File: config.mk
export PLATFORM = sky130hd
export DESIGN_NAME = uart_rx_os
export DESIGN_NICKNAME = d
export VERILOG_FILES = /design/src/rtl/uart_pkg.sv /design/src/rtl/sync_2ff.sv /design/src/rtl/uart_rx_os.sv
export SDC_FILE = /design/constraint.sdc
export NUM_CORES = 1
export LEC_CHECK = 0
export BUFFER_PORTS_ARGS = -buffer_cell sky130_fd_sc_hd__buf_4
export CORE_MARGIN = 5
export CORE_UTILIZATION = 40
export DETAILED_ROUTE_END_ITERATION = 8
export GPL_ROUTABILITY_DRIVEN = 0
export GPL_TIMING_DRIVEN = 0
export MAX_ROUTING_LAYER = met4
export SYNTH_ARGS = -nofsm -noshare
export SYNTH_HDL_FRONTEND = slang
export SYNTH_SLANG_ARGS = --single-unit
File: constraint.sdc
create_clock -name clk -period 2.95 [get_ports clk]
set_input_delay 0.4425 -clock clk [delete_from_list [all_inputs] [get_ports clk]]
set_output_delay 0.4425 -clock clk [all_outputs]
set_load 0.02 [all_outputs]
File: src/rtl/uart_pkg.sv
// Shared UART definitions: parity modes, receive states and counter sizing.
package uart_pkg;

    localparam int unsigned PAR_NONE = 0;
    localparam int unsigned PAR_ODD  = 1;
    localparam int unsigned PAR_EVEN = 2;

    typedef enum logic [2:0] {
        ST_IDLE,
        ST_START,
        ST_DATA,
        ST_PARITY,
        ST_STOP
    } rx_state_e;

    // Bits needed to hold 0..n-1, never less than one.
    function automatic int unsigned cnt_width(input int unsigned n);
        return (n <= 1) ? 1 : $clog2(n);
    endfunction

endpackage

File: src/rtl/sync_2ff.sv
// Two-flop bit synchroniser with a parametrised reset value.
module sync_2ff #(
    parameter logic RST_VAL = 1'b0
) (
    input  logic clk,
    input  logic reset,
    input  logic i_d,
    output logic o_q
);

    logic r_meta;

    always_ff @(posedge clk) begin
        if (reset) begin
            r_meta <= RST_VAL;
            o_q    <= RST_VAL;
        end else begin
            r_meta <= i_d;
            o_q    <= r_meta;
        end
    end

endmodule

File: src/rtl/uart_rx_os.sv
// Oversampling UART receiver: mid-bit sampling, optional parity, 1 or 2 stop bits,
// start-glitch rejection, and one-cycle done strobe with parity/framing flags.
module uart_rx_os
    import uart_pkg::*;
#(
    parameter int unsigned CLKS_PER_BIT = 16,
    parameter int unsigned DATA_BITS    = 8,
    parameter int unsigned PARITY       = 0,
    parameter int unsigned STOP_BITS    = 1
) (
    input  logic                 clk,
    input  logic                 reset,
    input  logic                 i_rx_data,
    output logic                 o_rx_done,
    output logic [DATA_BITS-1:0] o_rx_data,
    output logic                 o_parity_err,
    output logic                 o_frame_err
);

    localparam int unsigned CW = cnt_width(CLKS_PER_BIT);
    localparam int unsigned IW = cnt_width(DATA_BITS);

    localparam logic [CW-1:0] C_HALF_M1   = CW'(CLKS_PER_BIT / 2 - 1);
    localparam logic [CW-1:0] C_FULL_M1   = CW'(CLKS_PER_BIT - 1);
    localparam logic [IW-1:0] C_LAST_BIT  = IW'(DATA_BITS - 1);
    localparam logic          C_LAST_STOP = 1'(STOP_BITS - 1);
    localparam logic          C_HAS_PAR   = (PARITY != PAR_NONE);
    localparam logic          C_ODD       = (PARITY == PAR_ODD);

    logic                 w_rx_s;
    rx_state_e            r_state;
    logic [CW-1:0]        r_cnt;
    logic [IW-1:0]        r_bit_idx;
    logic                 r_stop_idx;
    logic [DATA_BITS-1:0] r_shift;
    logic                 r_par;
    logic                 r_perr;
    logic                 r_ferr;

    sync_2ff #(
        .RST_VAL (1'b1)
    ) u_sync (
        .clk   (clk),
        .reset (reset),
        .i_d   (i_rx_data),
        .o_q   (w_rx_s)
    );

    // Frame FSM and datapath; outputs update only on the final stop sample.
    always_ff @(posedge clk) begin
        if (reset) begin
            r_state      <= ST_IDLE;
            r_cnt        <= '0;
            r_bit_idx    <= '0;
            r_stop_idx   <= 1'b0;
            r_shift      <= '0;
            r_par        <= 1'b0;
            r_perr       <= 1'b0;
            r_ferr       <= 1'b0;
            o_rx_done    <= 1'b0;
            o_rx_data    <= '0;
            o_parity_err <= 1'b0;
            o_frame_err  <= 1'b0;
        end else begin
            o_rx_done <= 1'b0;
            case (r_state)
                ST_IDLE: begin
                    if (!w_rx_s) begin
                        r_state <= ST_START;
                        r_cnt   <= '0;
                        r_par   <= 1'b0;
                        r_perr  <= 1'b0;
                        r_ferr  <= 1'b0;
                    end
                end
                ST_START: begin
                    if (r_cnt == C_HALF_M1) begin
                        r_cnt     <= '0;
                        r_bit_idx <= '0;
                        r_state   <= w_rx_s ? ST_IDLE : ST_DATA;
                    end else begin
                        r_cnt <= r_cnt + 1'b1;
                    end
                end
                ST_DATA: begin
                    if (r_cnt == C_FULL_M1) begin
                        r_cnt   <= '0;
                        r_shift <= {w_rx_s, r_shift[DATA_BITS-1:1]};
                        r_par   <= r_par ^ w_rx_s;
                        if (r_bit_idx == C_LAST_BIT) begin
                            r_stop_idx <= 1'b0;
                            r_state    <= C_HAS_PAR ? ST_PARITY : ST_STOP;
                        end else begin
                            r_bit_idx <= r_bit_idx + 1'b1;
                        end
                    end else begin
                        r_cnt <= r_cnt + 1'b1;
                    end
                end
                ST_PARITY: begin
                    if (r_cnt == C_FULL_M1) begin
                        r_cnt   <= '0;
                        r_perr  <= r_par ^ w_rx_s ^ C_ODD;
                        r_state <= ST_STOP;
                    end else begin
                        r_cnt <= r_cnt + 1'b1;
                    end
                end
                ST_STOP: begin
                    if (r_cnt == C_FULL_M1) begin
                        r_cnt <= '0;
                        // Leave at mid-stop so an immediate next start is not missed.
                        if (r_stop_idx == C_LAST_STOP) begin
                            o_rx_data    <= r_shift;
                            o_parity_err <= r_perr & C_HAS_PAR;
                            o_frame_err  <= r_ferr | ~w_rx_s;
                            o_rx_done    <= 1'b1;
                            r_state      <= ST_IDLE;
                        end else begin
                            r_ferr     <= r_ferr | ~w_rx_s;
                            r_stop_idx <= 1'b1;
                        end
                    end else begin
                        r_cnt <= r_cnt + 1'b1;
                    end
                end
                default: r_state <= ST_IDLE;
            endcase
        end
    end

endmodule

==> results, run 1 <==
- The run finished with clean final reports.
- The top cell type's share of synthesized area is 0.471.
- Setup repair after global routing left no endpoint under its margin.
- The number of iterations in the first detailed-routing pass is 4.
- By area the synthesized netlist is led by sky130_fd_sc_hd__dfxtp_1, sky130_fd_sc_hd__mux2i_1, sky130_fd_sc_hd__nor2_1, sky130_fd_sc_hd__a21oi_1, sky130_fd_sc_hd__ha_1.
- The time the worst path needs with I/O delays and setup is about 1700 ps.
- For this block, the via count after detailed routing is slightly below 1,000.
- The clock root buffer is sky130_fd_sc_hd__clkbuf_4.
- The via density per instance is slightly below 5.
- The count of final setup violators is 0.
- The number of warnings issued by yosys is 0.
- The estimated wirelength of the detail-placed design is 1.69 mm.
- The worst setup path startpoint is r_cnt[0].
- After synthesis, the netlist uses 37 different library cells.
- The register share of total power is 0.576.
- For this design the top-level I/O count stands at 14.
- The setup fix buffers added after clock tree synthesis is 0.
- The number of max-cap violations is 0.
- The standard cell core area is between 3000 and 4000 µm².
- The clock power share is 0.392.
- The worst-path maximum fanout is 5.
- The internal portion of total power is about 570 µW.
- The final core area utilization is 0.495.
- In this run the horizontal extent of the chip is 67.4 µm.
- The analysis attributes to cell leakage a power of 0.000718 µW.
- Power spread over the standard cell area amounts to 477 nW/µm².
- Of the total power, the share spent switching nets is 0.224.
- The number of nets with antenna violations after detailed routing is 0.
- The worst-case IR drop observed on VDD is 0.272 mV.
- The initial utilization of the core area, before any placement, comes to 0.425.
- After the last flow step, the layout net total stands at 159.
- For this run, design rule violations remaining after detail routing come to 0.
- The kind of launch point of the worst setup path is a register.
- The first global-routing pass estimated about 4.1 mm of wire.
- The largest net degree at the start of global routing is 11.
- The net switching power is 164 µW.
- TritonCTS built the clock tree.
- Data arrives at the worst endpoint at approximately 1900 ps.
- The number of diodes added for antenna fixing is 0.
- In the final layout, the share of cells above drive strength 1 is 0.208.
- The detailed-route wire length per cell is 12.0 µm.
- The floorplan step defined a die boundary enclosing around 4500 µm².
- The final number of hold-violating endpoints is 0.
- The maximum clock rate is roughly 590 MHz.
- Among all flip-flop cells after synthesis, the most frequent one is sky130_fd_sc_hd__dfxtp_1.
- Synthesis handed over a netlist of about 130 instances.
- The cell type with the highest aggregate area in the netlist is sky130_fd_sc_hd__dfxtp_1.
- The maximum clock skew at final layout is between 5 and 6 ps.
- The violation count after the first detailed-route iteration is 25.
- Summed over all failing endpoints, the final setup total negative slack is 0 ps.
- The via count of the first global-routing pass is 910.
- The classification of the worst-slack hold path is primary input to register.
- The mapped cell area is between 1000 and 1500 µm².
- The mean cell area of the mapped netlist is about 9.8 µm².
- The CTS H-tree depth is 2.
- The combinational group share of total power is 0.032.
- The number of buffers inserted during clock tree synthesis is 5.
- By startpoint and endpoint, the worst setup path is classified as register to register.
- The cell count after placement is between 150 and 200.
- Data on the critical path is required at its endpoint by ~3200 ps.
- The floorplan has 20 rows.
- Counting flops with a built-in enable in the synthesized netlist gives 0.
- The clock network latency to the later pin of the worst-skew pair is approximately 330 ps.
- During placement, the flow inserted port buffers numbering 12.
- Wires add up to 2.37 mm.
- The combined global-route utilization of all metal layers is 0.128.
- For the pin with the worst max-slew slack, the measured transition is approximately 530 ps.
- The worst pin sits at a relative slew slack of 0.647.
- The floorplan die height is around 67 µm.
- The clock sink count is 31.
- The net count after synthesis is 140.
- The count of cells in the finished layout, fillers not included, comes to about 200.
- The share of the clock period used by the worst path after layout is 0.577.
- After clock tree synthesis, the flow added hold-fix buffers numbering 0.
- The startpoint of the most critical register-to-register path is r_cnt[0].
- The final-report max-slew violation count is 0.
- Counting flops with an async set or reset pin after synthesis yields a share of 0.
- The register bit count reported by yosys is 31.
- The post-cts repair resize count is 0.
- The area growth from synthesis to layout is 16.5%.
- Of the synthesized area, sequential elements account for 0.471.
- The clock transition time at the flip-flop clock pins of the worst setup and hold paths is 100 ps.
- The startpoint of the worst hold path is i_rx_data.
- No sink is reached through more buffers than the 2 on the longest clock path.
- After global routing the overflow that remains totals 0.
- The initial antenna violation count is 0.
- The worst setup path is captured at a register.
[critical path: stages (launching register included)]
cell	delay (ps)
sky130_fd_sc_hd__dfxtp_1	380
sky130_fd_sc_hd__ha_1	240
sky130_fd_sc_hd__nand3b_1	110
sky130_fd_sc_hd__or4b_2	680
sky130_fd_sc_hd__nand3b_1	120
sky130_fd_sc_hd__a21oi_1	60
[routing by layer]
| metal | GRT usage | wire (µm) | vias to the layer above |
|---|---|---|---|
| li1 | - | - | 507 |
| met1 | 0.148 | 1140 | 451 |
| met2 | 0.191 | 1080 | 12 |
| met3 | 0.0599 | 113 | 6 |
| met4 | 0.0532 | 44 | 0 |
| met5 | - | 0 | - |
[Yosys cell counts, types with 2 or more instances]
cell type	count
sky130_fd_sc_hd__nor2b_1	2
sky130_fd_sc_hd__o21ai_0	2
sky130_fd_sc_hd__nand3b_1	5
sky130_fd_sc_hd__clkbuf_1	4
sky130_fd_sc_hd__mux2i_1	17
sky130_fd_sc_hd__and3_1	2
sky130_fd_sc_hd__dfxtp_1	31
sky130_fd_sc_hd__nand2b_1	3
sky130_fd_sc_hd__ha_1	3
sky130_fd_sc_hd__nand4b_1	2
sky130_fd_sc_hd__nand2_1	4
sky130_fd_sc_hd__nor2_1	22
sky130_fd_sc_hd__nor3_1	2
sky130_fd_sc_hd__or2_2	2
sky130_fd_sc_hd__buf_2	2
sky130_fd_sc_hd__nand3_1	2
sky130_fd_sc_hd__a21oi_1	8
sky130_fd_sc_hd__o21a_1	2
[layout by cell type (no fill, tap or decap), drive strengths merged, types with 2 or more instances in the layout]
master,synthesis,routed
a21oi,8,8
and3,2,2
buf,4,16
clkbuf,4,11
dfxtp,31,31
ha,3,3
mux2i,17,17
nand2,5,5
nand2b,3,3
nand3,2,2
nand3b,5,5
nand4b,2,2
nor2,22,22
nor2b,2,2
nor3,2,2
nor3b,2,2
o21a,2,2
o21ai,2,2
or2,2,2
[power groups by stage]
| stage | combinational (µW) | sequential [µW] | clock (µW) |
|---|---|---|---|
| 2_1_floorplan | 16.8 | 431 | 0 |
| 3_3_place_gp | 23.2 | 432 | 0 |
| 3_5_place_dp | 23.7 | 432 | 0 |
| 4_1_cts | 23.6 | 422 | 295 |
| 5_1_grt | 26.1 | 423 | 316 |
| 6_report | 23.4 | 422 | 287 |
[final cells by class]
cell class	instances	area [µm²]
Fill cell	339	1570
Multi-Input combinational cell	95	654
Sequential cell	31	621
Timing Repair Buffer	12	90.1
Clock buffer	7	65.1
Tap cell	44	55.1
Buffer	8	43.8
Clock inverter	1	7.51
[flip-flops by register name (all words and copies together) (netlist names)]
signal / flops
u_sync.o_q: 1
o_rx_done: 1
r_bit_idx: 3
o_rx_data: 8
r_shift: 8
o_frame_err: 1
r_state: 3
r_cnt: 4
r_ferr: 1
u_sync.r_meta: 1
[logic make-up after synthesis]
logic type      share of synthesized area
compound gates                     0.0949
fa+ha+maj                          0.0285
mux                                 0.129
simple gates                        0.241
other cells                       0.00284
buf+inv                            0.0332
flops                               0.471
[metrics by stage]
stage | area (µm²) | total power (µW) | setup WS [ps] | hold WS, ps
after floorplan | 1320 | 448 | 1400 | 389
after global placement | 1460 | 455 | 1280 | 394
after detailed placement | 1460 | 456 | 1260 | 398
after CTS | 1540 | 741 | 1240 | 279
after global routing | 1540 | 765 | 1130 | 265
final | 1540 | 733 | 1250 | 289
[final timing paths]
path,endpoint,slack [ps],cells after the start
max,r_bit_idx[2],1250,5
min,u_sync.r_meta,290,2
max reg2reg,r_bit_idx[2],1250,5
min reg2reg,u_sync.o_q,420,1
No activity file was read; power rests on OpenSTA's default activity.
==> inputs of run 2 (changes only) <==
clock period = 1.4 ns   (was 2.95 ns; I/O delays follow)
==> results, run 2 (synthesized netlist as in run 1, its figures left out) <==
- The run finished, with violations left.
- The checks that failed: setup timing.
- For the pin with the worst max-slew slack, the measured transition is ~500 ps.
- The net switching power is around 340 µW.
- The routed design could run at a clock period as short as 1460 ps.
- For this run, the top clock speed supported by timing is 684 MHz.
- The final layout contains 164 nets.
- The number of design rule violations left after detail routing is 0.
- The worst setup path is captured at a register.
- STA puts the critical path data required time at 1640 ps.
- The maximum clock skew at final layout is roughly 12 ps.
- The library cell used most frequently in the layout, excluding fill and tap cells, is sky130_fd_sc_hd__dfxtp_1.
- The combined global-route utilization of all metal layers is 0.139.
- The final routed wirelength across all metal layers is around 2.5 mm.
- The initial antenna violation count is 0.
- The tightest min-delay check is of the primary input to register type.
- Input and output buffers added on the ports amount to 12.
- STA classifies the critical path startpoint as a register.
- The internal portion of total power is 1330 µW.
- TritonCTS created 5 clock buffers.
- The count of nets left with antenna violations once routing finished came out at 0.
- The path type of the worst setup path is register to register.
- Of the cells placed in the final design, the portion with a size suffix greater than 1 is 0.340.
- The cell area power density is ~990 nW/µm².
- The clock passes through at most 2 buffers.
- The violation count after the first detailed-route iteration is between 50 and 60.
- The share of total power dissipated in the clock network is 0.433.
- Using the TritonRoute via totals, the vias-per-cell ratio works out to about 5.
- The slack of the worst reg-to-reg path is -60 ps.
- The clock root buffer is sky130_fd_sc_hd__clkbuf_4.
- Of the total power, registers draw 0.533.
- The startpoint of the most critical register-to-register path is r_cnt[0].
- On the worst path, the slowest cell contributes a delay of 390 ps.
- The first TritonRoute pass finished after 4 iterations.
- The combinational group share of total power is 0.034.
- The setup slack after layout is -62.1 ps.
- The initial utilization of the core area, before any placement, comes to 0.425.
- The via count of the first global-routing pass is slightly above 1,000.
- The core region is a little over 3000 µm².
- The number of max-cap violations is 0.
- In this run the most critical hold path is launched from i_rx_data.
- The share of the clock period used by the worst path after layout is 1.04.
- The worst voltage drop across the vdd grid is approximately 0.66 mV.
- The x dimension of the die is around 67 µm.
- 0 antenna diodes ended up in the layout.
- In the layout the commonest cells are sky130_fd_sc_hd__dfxtp_1, sky130_fd_sc_hd__nor2_1, sky130_fd_sc_hd__buf_4, sky130_fd_sc_hd__mux2i_1, sky130_fd_sc_hd__a21oi_1.
- Measured against its own limit, the worst slew margin works out to 0.663.
- The floorplan die height is around 67 µm.
- On the critical path, the stage with the largest delay is an instance of sky130_fd_sc_hd__or3_4.
- The growth of design area from synthesis to finish is 28.5%.
- The cell count after placement is between 150 and 200.
- The detailed router placed just over 1,000 vias in this run.
- For the worst-skew pair, the clock arrives at the later sink with an insertion delay of 330 ps.
- Entering global routing, the biggest net connects 11 pins.
- The critical path goes through ha_4 > nand3b_1 > and3_4 > or3_4 > o32ai_2.
- The final-report max-slew violation count came to 0.
- The switching power as a share of total power is 0.202.
- The CTS H-tree depth is 2.
- The final number of hold-violating endpoints is 0.
- The detailed-route wire length per cell is approximately 12 µm.
- STA puts the critical path data arrival time at approximately 1700 ps.
- In this run the worst path has a maximum fanout of 4.
- The path depth of the worst reg2reg path is 5.
- Once layout is complete, the cells apart from fillers number 203.
- The post-cts hold buffer count is 0.
- The worst hold path depth is 2.
- The estimated wirelength of the detail-placed design is about 1.8 mm.
- The floorplan die area is roughly 4500 µm².
- The count of final setup violators is 11.
- Setup repair after global routing could not meet its margin everywhere.
- The final-layout setup total negative slack is -313 ps.
- CTS saw 31 sinks.
- 14 I/O pins were placed.
- The analysis attributes to cell leakage a power of 0.000774 µW.
- The clock transition time at the flip-flop clock pins of the worst setup and hold paths is 90 ps.
- The path with the worst hold slack has its endpoint at u_sync.r_meta.
- The worst register-to-register path ends at r_state[2].
- The floorplan row count is 20.
- The CTS tree is built.
- The largest registers in the layout are o_rx_data (8), r_shift (8), r_cnt (4).
- The residual overflow from global routing is 0.
- The global-route wire length before repair is 4.57 mm.
[run 2: cell count changes in the layout (fill, tap and decap cells not counted), sizes merged]
cell      before  now
clkinv         0    1
clkbuf        11    9
bufinv         0    1
buf           16   22
clkinvlp       1    0
[run 2: worst max-delay path by stage]
stage	slack [ps]	startpoint	end	depth (start not counted)
after floorplan	5	r_cnt[1]	r_state[2]	5
after global placement	-80	r_bit_idx[0]	r_bit_idx[2]	5
after detailed placement	-160	r_bit_idx[0]	r_bit_idx[2]	5
after CTS	-50	r_cnt[0]	r_bit_idx[1]	5
after global routing	-140	r_state[2]	o_frame_err	4
final	-60	r_cnt[0]	r_state[2]	5
[run 2: power by group through the flow]
stage	combinational, µW	sequential (µW)	clock, µW
3_5_place_dp	52.3	911	0
3_3_place_gp	52.0	911	0
4_1_cts	56.1	890	750
6_report	56.1	890	723
5_1_grt	62.3	892	795
2_1_floorplan	38.0	910	0
[run 2: cell type report]
type / instances / area (µm²)
plain buffers: 7 / 46.3
clock buffers: 6 / 51.3
clock inverters: 2 / 35.0
fillers: 307 / 1410
multi-input cells: 95 / 744
flip-flops and latches: 31 / 627
well taps: 44 / 55.1
repair buffers: 18 / 135
[run 2: timing repair]
action | 4_1_cts | 5_1_grt
setup endpoints to repair | 22 | 27
pin swaps | 5 | 3
buffers inserted | 6 | 0
resized for setup | 8 | 4
[run 2: layer usage]
metal	routed length, µm	global-route usage
met3	117	0.0516
met1	1130	0.156
met5	0	-
met4	58	0.0684
met2	1200	0.216
[run 2: critical path, delay by kind of cell (launching register included)]
family / cells / cell delay [ps]
and+or+nand+nor: 3 / 660
DFF: 1 / 360
AOI/OAI and AO/OA: 1 / 190
adders and majority gates: 1 / 160
[run 2: stage by stage]
| stage | power, µW | hold WS [ps] | cell area, µm² | setup WS (ps) | utilization |
|---|---|---|---|---|---|
| floorplan | 948 | 314 | 1370 | 4.92 | - |
| global placement | 963 | 390 | 1510 | -81.4 | 0.488 |
| detailed placement | 964 | 398 | 1510 | -159 | 0.488 |
| CTS | 1700 | 44.5 | 1680 | -48.3 | 0.542 |
| global route | 1750 | 39.1 | 1690 | -138 | 0.546 |
| finish | 1670 | 60.6 | 1690 | -62.1 | 0.546 |
==> inputs of run 3 (changes only) <==
CORE_ASPECT_RATIO = 1.75   (was unset)
==> results, run 3 (synthesized netlist as in run 1, its figures left out) <==
- The flow ran to the end, but the final reports show violations.
- The checks that failed: setup timing.
- TritonCTS built the clock tree.
- Excluding fillers, the count of instances in the completed layout stands at slightly above 200.
- After global routing the overflow that remains totals 0.
- The floorplan row count is 27.
- The standard cell core area is roughly 3200 µm².
- In this run the static leakage power is about 0.00080 µW.
- The detailed-route wire length per cell is around 13 µm.
- In this run the remaining antenna-violating nets after routing total 0.
- The growth of design area from synthesis to finish is 34.4%.
- The number of buffers inserted during clock tree synthesis is 5.
- The clock passes through at most 2 buffers.
- The combined global-route utilization of all metal layers is 0.143.
- At the end of the flow, the number of nets in the layout was approximately 170.
- The cell count after placement is about 190.
- The CTS H-tree depth is 2.
- The initial utilization of the core area, before any placement, comes to 0.415.
- Summed over all nets, the half-perimeter wirelength after detailed placement is 1.78 mm.
- The via density per instance is 5.02.
- The detailed router finished its first iteration with 8 violations.
- The maximum clock rate is a little under 700 MHz.
- The remaining max-slew budget at the tightest pin is 0.652.
- The worst path buffer plus inverter count is 0.
- In the final layout, the registers with the most flip-flops are o_rx_data (8), r_shift (8), r_cnt (4).
- The slack of the worst reg-to-reg path is -60 ps.
- STA puts the critical path data arrival time at between 1500 and 2000 ps.
- The final routed wirelength across all metal layers is between 2 and 3 mm.
- Power spread over the standard cell area amounts to 909 nW/µm².
- In this design, the critical path's most frequently occurring cell is sky130_fd_sc_hd__ha_4.
- The floorplan step set the die height to 86.0 µm.
- The number of diodes added for antenna fixing is 0.
- The number of top-level design ports is 14.
- The number of max-cap violations is 0.
- The worst-path maximum fanout is 2.
- The number of iterations in the first detailed-routing pass is 4.
- After clock tree synthesis, the clock-pin slew on the worst setup and hold paths is 60 ps.
- The worst-case IR drop observed on VDD is 0.690 mV.
- Of the cells placed in the final design, the portion with a size suffix greater than 1 is 0.344.
- The worst path required time is ~1600 ps.
- The floorplan die area is between 4000 and 5000 µm².
- The initial antenna violation count is 0.
- Clock skew on the completed layout was measured at 5.12 ps.
- Walking the worst path, the cells encountered are ha_4 > ha_4 > a2111oi_4 > or3_4 > mux2i_1.
- The classification of the worst-slack hold path is primary input to register.
- The via count of the first global-routing pass is approximately 1,100.
- Setup repair after global routing could not meet its margin everywhere.
- Among all stages on the critical path, the largest delay is contributed by sky130_fd_sc_hd__dfxtp_4.
- The post-route cell area is about 1800 µm².
- The count of final setup violators is 5.
- The most frequent standard cell in the layout excluding fill and tap cells is sky130_fd_sc_hd__dfxtp_1.
- By startpoint and endpoint, the worst setup path is classified as register to register.
- STA classifies the critical path endpoint as a register.
- The kind of launch point of the worst setup path is a register.
- The final-report max-slew violation count is 0.
- The clock network latency to the later pin of the worst-skew pair is roughly 280 ps.
- Clock tree synthesis selected as its root buffer the cell sky130_fd_sc_hd__clkbuf_8.
- The number of port buffers is 12.
- The slew at the pin closest to its max-slew limit is roughly 520 ps.
- The area of placed instances is ~1500 µm².
- OpenSTA, run right after detailed placement, puts the worst setup slack at -120 ps.
- The post-cts hold buffer count is 0.
- The global-route wire length before repair is between 4 and 5 mm.
- Clock tree synthesis found a total of 31 sinks.
- For this block, the via count after detailed routing is just over 1,000.
- The number of design rule violations left after detail routing is 0.
- The time the worst path needs with I/O delays and setup is 1460 ps.
- The top cell types in the final layout, fill and taps aside, are sky130_fd_sc_hd__dfxtp_1, sky130_fd_sc_hd__buf_4, sky130_fd_sc_hd__nor2_1, sky130_fd_sc_hd__mux2i_1, sky130_fd_sc_hd__a21oi_1.
- In the final timing run, aggregate negative setup slack is -195 ps.
- The cell class contributing the biggest share of worst-path delay is flip-flops.
- Across all setup checks in the final design, the least slack found is -62.1 ps.
- The die is about 53 µm wide.
- Entering global routing, the biggest net connects 11 pins.
- The final number of hold-violating endpoints is 0.
- Dividing the final minimum period by the clock period gives 1.04.
- The largest stage delay on the critical path is between 300 and 400 ps.
==> run 3: cell count changes in the layout (fill, tap and decap cells not counted), moves of 3 or more <==
cell                       before  now
sky130_fd_sc_hd__clkbuf_4       5    0
sky130_fd_sc_hd__clkbuf_8       1    5
sky130_fd_sc_hd__dfxtp_2        5    2
sky130_fd_sc_hd__buf_4         19   23
sky130_fd_sc_hd__dfxtp_4        0    3
==> run 3: layer usage <==
metal / wire length [µm] / part of all wire / track usage
met4: 95 / 0.035 / 0.0791
met2: 1400 / 0.52 / 0.234
met1: 1080 / 0.40 / 0.142
met3: 116 / 0.043 / 0.0487
met5: 0 / 0 / -
==> run 3: power breakdown <==
part,total [µW],switching (µW),internal [µW]
Clock,663,315,348
Combinational,61.6,32.6,29.0
Sequential,887,5.51,882
==> run 3: layout make-up <==
| cell class | count | area (µm²) |
|---|---|---|
| Buffer | 7 | 52.6 |
| Multi-Input combinational cell | 95 | 786 |
| Tap cell | 43 | 53.8 |
| Clock buffer | 7 | 76.3 |
| Timing Repair Buffer | 22 | 165 |
| Fill cell | 306 | 1400 |
| Sequential cell | 31 | 634 |
| Clock inverter | 1 | 5.00 |
==> run 3: worst register-to-register path, stage by stage, from the launching register on <==
cell,delay (ps)
sky130_fd_sc_hd__dfxtp_4,350
sky130_fd_sc_hd__ha_4,160
sky130_fd_sc_hd__ha_4,170
sky130_fd_sc_hd__a2111oi_4,350
sky130_fd_sc_hd__or3_4,190
sky130_fd_sc_hd__mux2i_1,170
==> run 3: path summary, 6_finish.rpt <==
| kind | from | endpoint | cells past startpoint |
|---|---|---|---|
| worst max-delay path | r_bit_idx[0] | r_state[1] | 5 |
| worst min register to register | u_sync.r_meta | u_sync.o_q | 1 |
| worst min-delay path | i_rx_data | u_sync.r_meta | 2 |
| worst max register to register | r_bit_idx[0] | r_state[1] | 5 |
==> run 3: through the flow <==
step | power (µW) | util | hold slack, ps
after CTS | 1650 | 0.540 | 104
after floorplan | 948 | - | 314
after detailed placement | 964 | 0.476 | 403
final | 1610 | 0.558 | 109
after global routing | 1690 | 0.558 | 116
after global placement | 963 | 0.476 | 394
==> run 3: repair_timing <==
item                       CTS  global route
resized for setup           15             7
hold endpoints to repair     0             0
setup buffers                6             4
pin swaps                    4             4
setup endpoints to repair   25            22
